$ cat config.mk
export PLATFORM = sky130hd
export DESIGN_NAME = sbox_hpc2_share_arbiter
export DESIGN_NICKNAME = d
export VERILOG_FILES = /design/src/rtl/sbox_ctrl_pkg.sv /design/src/rtl/rr_arbiter.sv /design/src/rtl/sbox_hpc2_share_arbiter.sv
export SDC_FILE = /design/constraint.sdc
export NUM_CORES = 1
export LEC_CHECK = 0
export ABC_AREA = 1
export CORE_UTILIZATION = 44
export DETAILED_ROUTE_END_ITERATION = 10
export PLACE_DENSITY = 0.8
export SYNTH_ARGS = -nofsm -noshare
export SYNTH_HDL_FRONTEND = slang
export SYNTH_HIERARCHICAL = 1
export SYNTH_SLANG_ARGS = --single-unit
$ cat constraint.sdc
create_clock -name clk -period 2 [get_ports clk]
set_clock_uncertainty 0.15 [all_clocks]
set_input_delay 0.6 -clock clk [delete_from_list [all_inputs] [get_ports clk]]
set_output_delay 0.6 -clock clk [all_outputs]
set_load 0.05 [all_outputs]
$ cat src/rtl/sbox_ctrl_pkg.sv
// Shared definitions for the masked S-box controllers: FSM encoding, nibble widths
// and default timing of the HPC2 S-box gating controller.
package sbox_ctrl_pkg;

  localparam int NIBBLE_W         = 4;
  localparam int FRESH_W          = 4;
  localparam int SBOX_LAT_DEFAULT = 5;
  localparam int TIMEOUT_DEFAULT  = 8;

  typedef enum logic [1:0] {
    IDLE,
    RAND,
    RUN,
    DONE
  } state_t;

endpackage

$ cat src/rtl/rr_arbiter.sv
// Round-robin arbiter: combinational one-hot grant starting at the pointer, which
// advances past the accepted requester when the transaction is retired.
module rr_arbiter #(
  parameter  int NREQ = 2,
  localparam int IDXW = (NREQ > 1) ? $clog2(NREQ) : 1
) (
  input  logic            clk,
  input  logic            rst,
  input  logic [NREQ-1:0] req,
  input  logic            accept,
  input  logic            advance,
  output logic [NREQ-1:0] gnt,
  output logic [IDXW-1:0] gnt_idx,
  output logic            any_req
);

  logic [IDXW-1:0] ptr_reg;
  logic [IDXW-1:0] held_idx_reg;
  logic [NREQ-1:0] hi_mask;
  logic [NREQ-1:0] hi_req;
  logic [NREQ-1:0] pick_vec;

  genvar gi;
  generate
    for (gi = 0; gi < NREQ; gi++) begin : g_lane
      assign hi_mask[gi] = (IDXW'(gi) >= ptr_reg);
      assign gnt[gi]     = any_req && (gnt_idx == IDXW'(gi));
    end
  endgenerate

  // Requests at or above the pointer win; otherwise wrap to the lowest request.
  assign any_req  = |req;
  assign hi_req   = req & hi_mask;
  assign pick_vec = (|hi_req) ? hi_req : req;

  always_comb begin
    gnt_idx = '0;
    for (int i = NREQ - 1; i >= 0; i--) begin
      if (pick_vec[i]) gnt_idx = IDXW'(i);
    end
  end

  always_ff @(posedge clk) begin
    if (rst) begin
      ptr_reg      <= '0;
      held_idx_reg <= '0;
    end else begin
      if (accept) held_idx_reg <= gnt_idx;
      if (advance) begin
        ptr_reg <= (held_idx_reg == IDXW'(NREQ - 1)) ? '0 : held_idx_reg + IDXW'(1);
      end
    end
  end

endmodule

$ cat src/rtl/sbox_hpc2_share_arbiter.sv
// Time-shares one first-order HPC2 masked Skinny S-box between NREQ requesters:
// round-robin grant, fresh-randomness fetch, one evaluation, done pulse.
module sbox_hpc2_share_arbiter
  import sbox_ctrl_pkg::*;
#(
  parameter int NREQ     = 2,
  parameter int SBOX_LAT = SBOX_LAT_DEFAULT,
  parameter int TIMEOUT  = TIMEOUT_DEFAULT
) (
  input  logic                     clk,
  input  logic                     rst,
  input  logic [NREQ-1:0]          req,
  input  logic [NIBBLE_W*NREQ-1:0] req_x_s0,
  input  logic [NIBBLE_W*NREQ-1:0] req_x_s1,
  output logic [NREQ-1:0]          gnt,
  output logic [NREQ-1:0]          done,
  output logic [NIBBLE_W-1:0]      y_s0,
  output logic [NIBBLE_W-1:0]      y_s1,
  input  logic                     rnd_valid,
  input  logic [FRESH_W-1:0]       rnd_data,
  output logic                     rnd_ready,
  output logic                     sbox_rst,
  output logic [NIBBLE_W-1:0]      sbox_x_s0,
  output logic [NIBBLE_W-1:0]      sbox_x_s1,
  output logic [FRESH_W-1:0]       sbox_fresh,
  input  logic [NIBBLE_W-1:0]      sbox_y_s0,
  input  logic [NIBBLE_W-1:0]      sbox_y_s1,
  input  logic                     sbox_synch,
  output logic                     err
);

  // A timeout not longer than the S-box latency would abort every evaluation.
  localparam int TO_EFF = (TIMEOUT > SBOX_LAT) ? TIMEOUT : SBOX_LAT + 1;
  localparam int CW     = $clog2(TO_EFF);
  localparam int IDXW   = (NREQ > 1) ? $clog2(NREQ) : 1;

  state_t              state_reg;
  logic [NREQ-1:0]     gnt_reg;
  logic [NREQ-1:0]     done_reg;
  logic [NIBBLE_W-1:0] y0_reg;
  logic [NIBBLE_W-1:0] y1_reg;
  logic [NIBBLE_W-1:0] x0_reg;
  logic [NIBBLE_W-1:0] x1_reg;
  logic [FRESH_W-1:0]  fresh_reg;
  logic                sbox_rst_reg;
  logic                err_reg;
  logic [CW-1:0]       cnt_reg;

  logic [NIBBLE_W-1:0] x0_arr [NREQ];
  logic [NIBBLE_W-1:0] x1_arr [NREQ];
  logic [NREQ-1:0]     arb_gnt;
  logic [IDXW-1:0]     arb_idx;
  logic                arb_any;
  logic                arb_accept;
  logic                arb_advance;
  logic                run_timeout;

  genvar gi;
  generate
    for (gi = 0; gi < NREQ; gi++) begin : g_unpack
      assign x0_arr[gi] = req_x_s0[gi*NIBBLE_W +: NIBBLE_W];
      assign x1_arr[gi] = req_x_s1[gi*NIBBLE_W +: NIBBLE_W];
    end
  endgenerate

  assign arb_accept  = (state_reg == IDLE) && arb_any;
  assign arb_advance = (state_reg == DONE);

  rr_arbiter #(.NREQ(NREQ)) u_arb (
    .clk     (clk),
    .rst     (rst),
    .req     (req),
    .accept  (arb_accept),
    .advance (arb_advance),
    .gnt     (arb_gnt),
    .gnt_idx (arb_idx),
    .any_req (arb_any)
  );

  assign run_timeout = (cnt_reg == CW'(TO_EFF - 1));

  always_ff @(posedge clk) begin
    if (rst) begin
      state_reg    <= IDLE;
      gnt_reg      <= '0;
      done_reg     <= '0;
      y0_reg       <= '0;
      y1_reg       <= '0;
      x0_reg       <= '0;
      x1_reg       <= '0;
      fresh_reg    <= '0;
      sbox_rst_reg <= 1'b1;
      err_reg      <= 1'b0;
      cnt_reg      <= '0;
    end else begin
      done_reg <= '0;
      case (state_reg)
        IDLE: begin
          if (arb_any) begin
            gnt_reg   <= arb_gnt;
            x0_reg    <= x0_arr[arb_idx];
            x1_reg    <= x1_arr[arb_idx];
            state_reg <= RAND;
          end
        end
        RAND: begin
          if (rnd_valid) begin
            fresh_reg    <= rnd_data;
            sbox_rst_reg <= 1'b0;
            cnt_reg      <= '0;
            state_reg    <= RUN;
          end
        end
        RUN: begin
          // Synch has priority over a timeout landing in the same cycle.
          if (sbox_synch || run_timeout) begin
            if (sbox_synch) begin
              y0_reg <= sbox_y_s0;
              y1_reg <= sbox_y_s1;
            end else begin
              err_reg <= 1'b1;
            end
            sbox_rst_reg <= 1'b1;
            x0_reg       <= '0;
            x1_reg       <= '0;
            fresh_reg    <= '0;
            done_reg     <= gnt_reg;
            state_reg    <= DONE;
          end else begin
            cnt_reg <= cnt_reg + CW'(1);
          end
        end
        DONE: begin
          gnt_reg   <= '0;
          state_reg <= IDLE;
        end
        default: state_reg <= IDLE;
      endcase
    end
  end

  assign gnt        = gnt_reg;
  assign done       = done_reg;
  assign y_s0       = y0_reg;
  assign y_s1       = y1_reg;
  assign rnd_ready  = (state_reg == RAND) && rnd_valid;
  assign sbox_rst   = sbox_rst_reg;
  assign sbox_x_s0  = x0_reg;
  assign sbox_x_s1  = x1_reg;
  assign sbox_fresh = fresh_reg;
  assign err        = err_reg;

endmodule
== Word-level counts from Yosys, hierarchy flattened ==
Index checks and enable logic that the tools add are counted.
Cells by class
  eq/ne operators: 8
  bitwise gates (word level): 6
  add/subtract/negate cells: 2
  reductions and logical operators: 19
  magnitude comparators: 3
  muxes and demuxes: 29
Operators by type and width (number)
  2-to-1 mux 4 bit: 10
  one-hot mux 4 bit (2 select lines): 3
  AND reduction 3 bit: 6
  2-to-1 mux 2 bit: 5
  != test 2 bit (second input constant): 4
  one-hot mux 2 bit (4 select lines): 1
  2-to-1 mux 3 bit: 2
  one-hot mux 3 bit (2 select lines): 1
  nonzero test 2 bit: 3
  2-to-1 mux 1 bit: 5
  equality test 2 bit (second input constant): 2
  logical AND 1 bit: 4
  inverter 1 bit: 4
  one-hot mux 2 bit (2 select lines): 1
  OR reduction 2 bit: 2
  adder 3 x 1 -> 3 bit (second input constant): 1
  equality test 3 bit (second input constant): 1
  OR reduction 3 bit: 1
  AND 2 bit: 1
  equality test 2 x 1 -> 1 bit (second input constant): 1
  >= comparator 1 bit (first input constant): 2
  >= comparator 2 bit (second input constant): 1
  logical NOT 2 bit: 1
  inverter 1 -> 2 bit: 1
  4 further kinds: 4
Storage, ports and cells
  output and inout bits: 27
  bits in registers: 33
  logic and storage cells: 80
  input port bits: 34

== Depth between registers and ports, before layout ==
Gate-level depths: netlist (run 1).
  word-level depth: 12
  gate-level depth with buffers: 10
  mapped depth without buffers: 9

== Cells and area by module ==
Netlist (run 1), hierarchy kept.
By module, submodules not included
  sbox_hpc2_share_arbiter: cells each 222, area each 1540.2 µm², times used 1, sequential area each 620.6 µm²
  rr_arbiter: cells each 15, area each 106.4 µm², times used 1, sequential area each 40.0 µm²

== Least setup slack after synthesis (run 1) ==
Ideal clock, no wire load.
  path type: register -> output
  start: reg state_reg[1]
  end: out rnd_ready
  cell stages (with the launch flop): 5
  required time: 1.250 ns
  arrival: 1.081 ns
  path buffers: 0
  setup slack: 0.169 ns
  path through: dfxtp_1 inv_1 ha_1 nand2_1 inv_1
Between the ends
  cells in the longest elaborated chain, start to end: 2
Ends and longest elaborated chain
  start: declaration: line sbox_hpc2_share_arbiter.sv:37  | state_t state_reg;
  start signal: assignment: line sbox_hpc2_share_arbiter.sv:84  | state_reg <= IDLE;
  start signal: assignment: line sbox_hpc2_share_arbiter.sv:103  | state_reg <= RAND;
  start signal: assignment: line sbox_hpc2_share_arbiter.sv:111  | state_reg <= RUN;
  equality test 2 x 1 -> 1 bit: line sbox_hpc2_share_arbiter.sv:146  | assign rnd_ready = (state_reg == RAND) && rnd_valid;
  logical AND 1 bit: line sbox_hpc2_share_arbiter.sv:146
  end: declaration: line sbox_hpc2_share_arbiter.sv:21  | output logic rnd_ready,
Every way passes these cells.

== Worst setup path after layout (run 1) ==
Same ends and word-level chain as after synthesis.

==> impl_metrics.env, run 1 <==
export IMPL_grt_pass1_wl_um=6880
export IMPL_die_w_um=63.2
export IMPL_p_leak_uw=0.00118
export IMPL_avgSynthCellArea_um2=6.95
export IMPL_grt_overflow=0
export IMPL_dpl_cell_area_um2=2300
export IMPL_timing_critical_path_mode_cell="inv_2"
export IMPL_cap_violations=0
export IMPL_antenna_cells=0
export IMPL_htreeDepth=2
export IMPL_detail_route_vias_per_cell=4.66
export IMPL_yosysSeqAreaShare=0.401
export IMPL_peakVddDrop_mv=0.737
export IMPL_synth_flop_cell="dfxtp_1"
export IMPL_drive_above_1_share=0.217
export IMPL_fmax_mhz=511
export IMPL_nNetsFinal=349
export IMPL_die_h_um=63.2
export IMPL_grt_pass1_vias=1591
export IMPL_critPathMaxFanout=4
export IMPL_cts_tree="built"
export IMPL_critPathMaxStageDelay_ns=0.37
export IMPL_initial_core_util=0.475
export IMPL_io_buffers=60
export IMPL_drc=0
export IMPL_rsz0062_at_grt="no"
export IMPL_cpMaxStageDelayCell="dfxtp_1"
export IMPL_cts_buffers=5
export IMPL_core_um2=3470
export IMPL_vias=1653
export IMPL_tns_ns=0
export IMPL_hp_class="reg2reg"
export IMPL_ant_nets=0
export IMPL_place_hpwl_um=2740
export IMPL_die_area_um2=3990
export IMPL_post_layout_nonfiller_instances=355
export IMPL_synth_nets=278
export IMPL_crit_type="reg2out"
export IMPL_num_fill_cells=311
export IMPL_holdBufCountCts=0
export IMPL_ys_ff_latch=33
export IMPL_firstDrtPassIters=4
export IMPL_drt_initial_drc_count=81
export IMPL_synthToLayoutAreaGrowth_pct=49.5
export IMPL_dpl_worst_slack_ns=-0.202
export IMPL_p_total_uw=3650
export IMPL_stdcell_area_um2=2460
export IMPL_ctsLongestPathBuffers=2
export IMPL_clk_pin_slew_worst_paths_ns=0.06
export IMPL_synth_cell_type_count=24
export IMPL_crit_chain="inv_2 -> ha_4 -> nand2_2 -> inv_2 -> buf_12"
export IMPL_netlist_area_um2=1650
export IMPL_wl_um=4000
export IMPL_setup_slack_ns=0.0419
export IMPL_cp_required_ns=1.25
export IMPL_synthCells=237
export IMPL_power_density_nw_per_um2=1480
export IMPL_dp_cells=345
export IMPL_clock_tree_root_cell="clkbuf_8"
export IMPL_clock_sinks=33
export IMPL_crit_arrival_ns=1.21
export IMPL_grt_max_degree=17
export IMPL_worst_slew_pin_transition_ns=0.347
export IMPL_wire_per_inst_um=11.3
export IMPL_slew_violations=0
export IMPL_ys_warn_count=6
export IMPL_slew_headroom=0.767
export IMPL_crit_path_end_kind="primary output"
export IMPL_setup_viol=0
export IMPL_fin_crit_sh=0.979
export IMPL_grt_usage=0.222
export IMPL_hold_viol_final=0
export IMPL_startpoint_type="flop"
export IMPL_fin_crit_ns=1.96
export IMPL_ios=61
export IMPL_antenna_found_initial=0
export IMPL_synth_edff_count=0
export IMPL_place_congestion=0.795
export IMPL_row_count=21
export IMPL_clock_latency_ns=0.29
export IMPL_status="completed"
export IMPL_async_reset_ff_frac=0
==> placed cells by master, fill, tap and decap left out <==
cell and instances:
ha_1 5, o21ai_0 19, nor3b_1 3, buf_4 32
a21oi_2 1, a21oi_1 4, ha_4 1, ha_2 1
clkinv_1 1, bufinv_16 1, o21ai_4 1, dfxtp_1 33
nand3_2 1, nand4_1 1, nand3_4 1, clkbuf_8 6
nand3_1 12, o21a_1 1, inv_2 2, dlygate4sd2_1 1
clkinvlp_4 2, nor2_1 59, nand2_4 2, clkbuf_1 1
clkdlybuf4s50_1 32, nand2_2 5, inv_1 25, or2_2 2
o21ai_1 1, buf_12 4, inv_6 1, nor2_2 4
nand2_1 44
==> worst paths after layout <==
path / start / end / slack (ns) / cells past startpoint
worst max-delay path: state_reg[1] / rnd_ready / 0.04 / 5
worst min-delay path: u_arb/held_idx_reg / u_arb/ptr_reg / 0.30 / 1
worst max register to register: state_reg[0] / sbox_fresh[1] / 0.20 / 8
worst min register to register: u_arb/held_idx_reg / u_arb/ptr_reg / 0.30 / 1
==> cells in the mapped netlist (2+ instances only) <==
cell type	instances	area, um^2
o21ai_0	19	95.1
ha_1	7	87.6
nand2_2	3	18.8
nor2_2	4	25.0
dfxtp_1	33	661
buf_2	3	15.0
nand2_4	2	22.5
a21oi_1	4	20.0
inv_1	29	109
or2_2	2	12.5
nor3b_1	3	22.5
nor2_1	59	221
nand2_1	46	173
buf_6	2	22.5
nand3_1	12	60.1
==> logic make-up after synthesis <==
| family | synth area share |
|---|---|
| AO/OA/AOI/OAI | 0.0927 |
| adder cells (fa/ha/maj) | 0.0532 |
| buffers and inverters | 0.101 |
| flip-flops | 0.401 |
| AND/OR/NAND/NOR | 0.352 |
==> metal layers <==
layer / GRT usage / wire length, um
met1: 0.244 / 1760
met2: 0.383 / 1950
met3: 0.0580 / 170
met4: 0.131 / 116
met5: 0 / 0
==> cell type report <==
type	count	area, um^2	share of cell area
well taps	46	57.6	0.0234
flip-flops and latches	33	661	0.268
repair buffers	69	649	0.264
clock inverters	1	30.0	0.0122
multi-input cells	168	850	0.345
inverters	31	129	0.0523
clock buffers	7	86.3	0.0351
==> metrics by stage <==
| step | hold WS [ns] | util |
|---|---|---|
| 5_1_grt | 0.336 | 0.710 |
| 4_1_cts | 0.293 | 0.703 |
| 3_3_place_gp | 0.260 | 0.664 |
| 6_report | 0.295 | 0.710 |
| 3_5_place_dp | 0.267 | 0.664 |
| 2_1_floorplan | 0.250 | - |
==> power breakdown <==
group / internal (uW) / switching, uW / total [uW]
Sequential: 873 / 134 / 1010
Combinational: 683 / 1310 / 1990
Clock: 406 / 247 / 653
==> critical path: cells and delay by family (launching register included) <==
kind,cells,cell delay [ns]
buffers and inverters,3,0.27
AND/OR/NAND/NOR,1,0.09
flip-flops,1,0.37
adder cells (fa/ha/maj),1,0.18
==> timing repair <==
item,CTS,global route
endpoints found under the setup margin,1,14
setup buffers,1,0
resized for setup,5,5
cloned,0,1
pin swaps,1,1
Power figures use the tool's default switching activity.
==> run 2, diff against run 1 <==
--- a/config.mk
+++ b/config.mk
@@ -8,7 +8,7 @@
 export ABC_AREA = 1
 export CORE_UTILIZATION = 44
 export DETAILED_ROUTE_END_ITERATION = 10
-export PLACE_DENSITY = 0.8
+export PLACE_DENSITY_LB_ADDON = 0.25
 export SYNTH_ARGS = -nofsm -noshare
 export SYNTH_HDL_FRONTEND = slang
 export SYNTH_HIERARCHICAL = 1
==> run 2 against run 1 <==
  * Global-route usage down 2.4 points
  * First-iteration DRC count decreased by 30%
  * Critical path type unchanged
  * Maximum frequency is 2.2% higher
  * Flip-flop and latch count unchanged
  * Register-to-register slack about the same
  * Wire length shrank 8.7%
  * Largest power group unchanged
  * Non-clock buffer count shrank 2
  * Die area stayed put
  * Sequential share of layout area rose by 0.62 points
  * Hold slack got worse by 0.018 ns
  * Count of clock-buffer cells in the layout shrank 2
==> impl_metrics.env, run 2 (synthesis gave the netlist of run 1 again) <==
export IMPL_drive_above_1_share=0.209
export IMPL_nNetsFinal=346
export IMPL_post_cts_repair_setup_buffers=0
export IMPL_critPathMaxStageDelay_ns=0.42
export IMPL_grt_pass1_wl_um=6040
export IMPL_holdBufCountCts=0
export IMPL_drt_initial_drc_count=57
export IMPL_startpoint_type="flop"
export IMPL_dp_cells=344
export IMPL_comb_power_share=0.567
export IMPL_dpl_cell_area_um2=2310
export IMPL_fmax_mhz=522
export IMPL_slew_headroom=0.774
export IMPL_ios=61
export IMPL_core_um2=3470
export IMPL_status="completed"
export IMPL_ant_nets=0
export IMPL_cts_resized=5
export IMPL_r2r_start="state_reg[0]"
export IMPL_final_cell_mix="nor2_1 (59), nand2_1 (45), dfxtp_1 (32), clkdlybuf4s50_1 (32), buf_4 (29)"
export IMPL_cts_buffers=5
export IMPL_firstDrtPassIters=4
export IMPL_crit_type="reg2out"
export IMPL_grt_pass1_vias=1444
export IMPL_hold_viol_final=0
export IMPL_peakVddDrop_mv=0.710
export IMPL_grt_usage=0.199
export IMPL_post_layout_nonfiller_instances=352
export IMPL_wire_per_inst_um=10.4
export IMPL_place_hpwl_um=2690
export IMPL_htreeDepth=2
export IMPL_detail_route_vias_per_cell=4.65
export IMPL_fin_crit_sh=0.958
export IMPL_die_w_um=63.2
export IMPL_worstSetupStartpoint="state_reg[0]"
export IMPL_whs_ns=0.277
export IMPL_num_fill_cells=307
export IMPL_hp_class="reg2reg"
export IMPL_layout_commonest_cell="nor2_1"
export IMPL_rsz0062_at_grt="no"
export IMPL_p_int_uw=1790
export IMPL_die_area_um2=3990
export IMPL_cts_tree="built"
export IMPL_clk_pin_slew_worst_paths_ns=0.07
export IMPL_power_density_nw_per_um2=1420
export IMPL_place_congestion=0.778
export IMPL_fin_crit_ns=1.92
export IMPL_row_count=21
export IMPL_worst_slew_pin_transition_ns=0.337
export IMPL_synthToLayoutAreaGrowth_pct=46.4
export IMPL_die_h_um=63.2
export IMPL_antenna_cells=0
export IMPL_clock_tree_root_cell="clkbuf_8"
export IMPL_cp_required_ns=1.25
export IMPL_cpMaxStageDelayCell="dfxtp_1"
export IMPL_p_sw_uw=1650
export IMPL_slew_violations=0
export IMPL_vias=1638
export IMPL_multi_input_area_um2=837
export IMPL_initial_core_util=0.475
export IMPL_power_frac_seq=0.292
export IMPL_hp_start="u_arb/held_idx_reg"
export IMPL_clock_latency_ns=0.29
export IMPL_clock_sinks=33
export IMPL_grt_overflow=0
export IMPL_pwr_share_clk=0.141
export IMPL_cap_violations=0
export IMPL_io_buffers=60
export IMPL_setup_viol=0
export IMPL_drc=0
export IMPL_stdcell_area_um2=2410
export IMPL_crit_path_end_kind="primary output"
export IMPL_crit_arrival_ns=1.17
export IMPL_critPathMaxFanout=3
export IMPL_ctsLongestPathBuffers=2
export IMPL_antenna_found_initial=0
export IMPL_grt_max_degree=24
export IMPL_seqCellArea_um2=662
export IMPL_crit_chain="ha_4 -> nand2_2 -> inv_2 -> buf_12"
export IMPL_wl_um=3650
export IMPL_p_leak_uw=0.00116
export IMPL_swShare=0.479
## run 2: area by class of cell
cell class / count / share of cell area
clock buffer: 5 / 0.0285
tap: 46 / 0.0239
multi-input combinational: 167 / 0.347
timing repair buffer: 67 / 0.268
sequential: 33 / 0.275
clock inverter: 3 / 0.00727
inverter: 31 / 0.0503
## run 2: path summary, 6_finish.rpt
check | endpoint | slack, ns | cells after the start
worst min register to register | u_arb/ptr_reg | 0.28 | 1
worst max-delay path | rnd_ready | 0.08 | 4
worst max register to register | sbox_fresh[3] | 0.21 | 8
worst min-delay path | u_arb/ptr_reg | 0.28 | 1
## run 2: metrics by stage
step / power, uW / setup TNS (ns) / util / worst slack (ns)
after detailed placement: 2940 / -2.28 / 0.665 / -0.206
after global routing: 3690 / 0 / 0.695 / 0.00149
after floorplan: 2420 / 0 / - / 0.169
final: 3430 / 0 / 0.695 / 0.0832
after CTS: 3460 / 0 / 0.694 / 0.00697
after global placement: 2890 / -1.85 / 0.665 / -0.174
## run 2: power by group through the flow
stage               combinational, uW  clock, uW  sequential (uW)
global route                     2130        530             1030
global placement                 1890          0             1000
CTS                              1950        504             1000
finish                           1950        483             1000
detailed placement               1930          0             1010
floorplan                         900          0             1520
## run 2: worst max-delay path, delay by kind of cell (launching register included)
family	cells	cell delay, ns
flip-flops	1	0.42
adder cells (fa/ha/maj)	1	0.19
buffers and inverters	2	0.20
AND/OR/NAND/NOR	1	0.07
## run 2: layer usage
layer | track usage | wire length [um] | up-vias
met5 | 0 | 0 | -
li1 | - | - | 866
met4 | 0.108 | 74 | 0
met1 | 0.209 | 1610 | 720
met2 | 0.336 | 1760 | 44
met3 | 0.0797 | 198 | 8
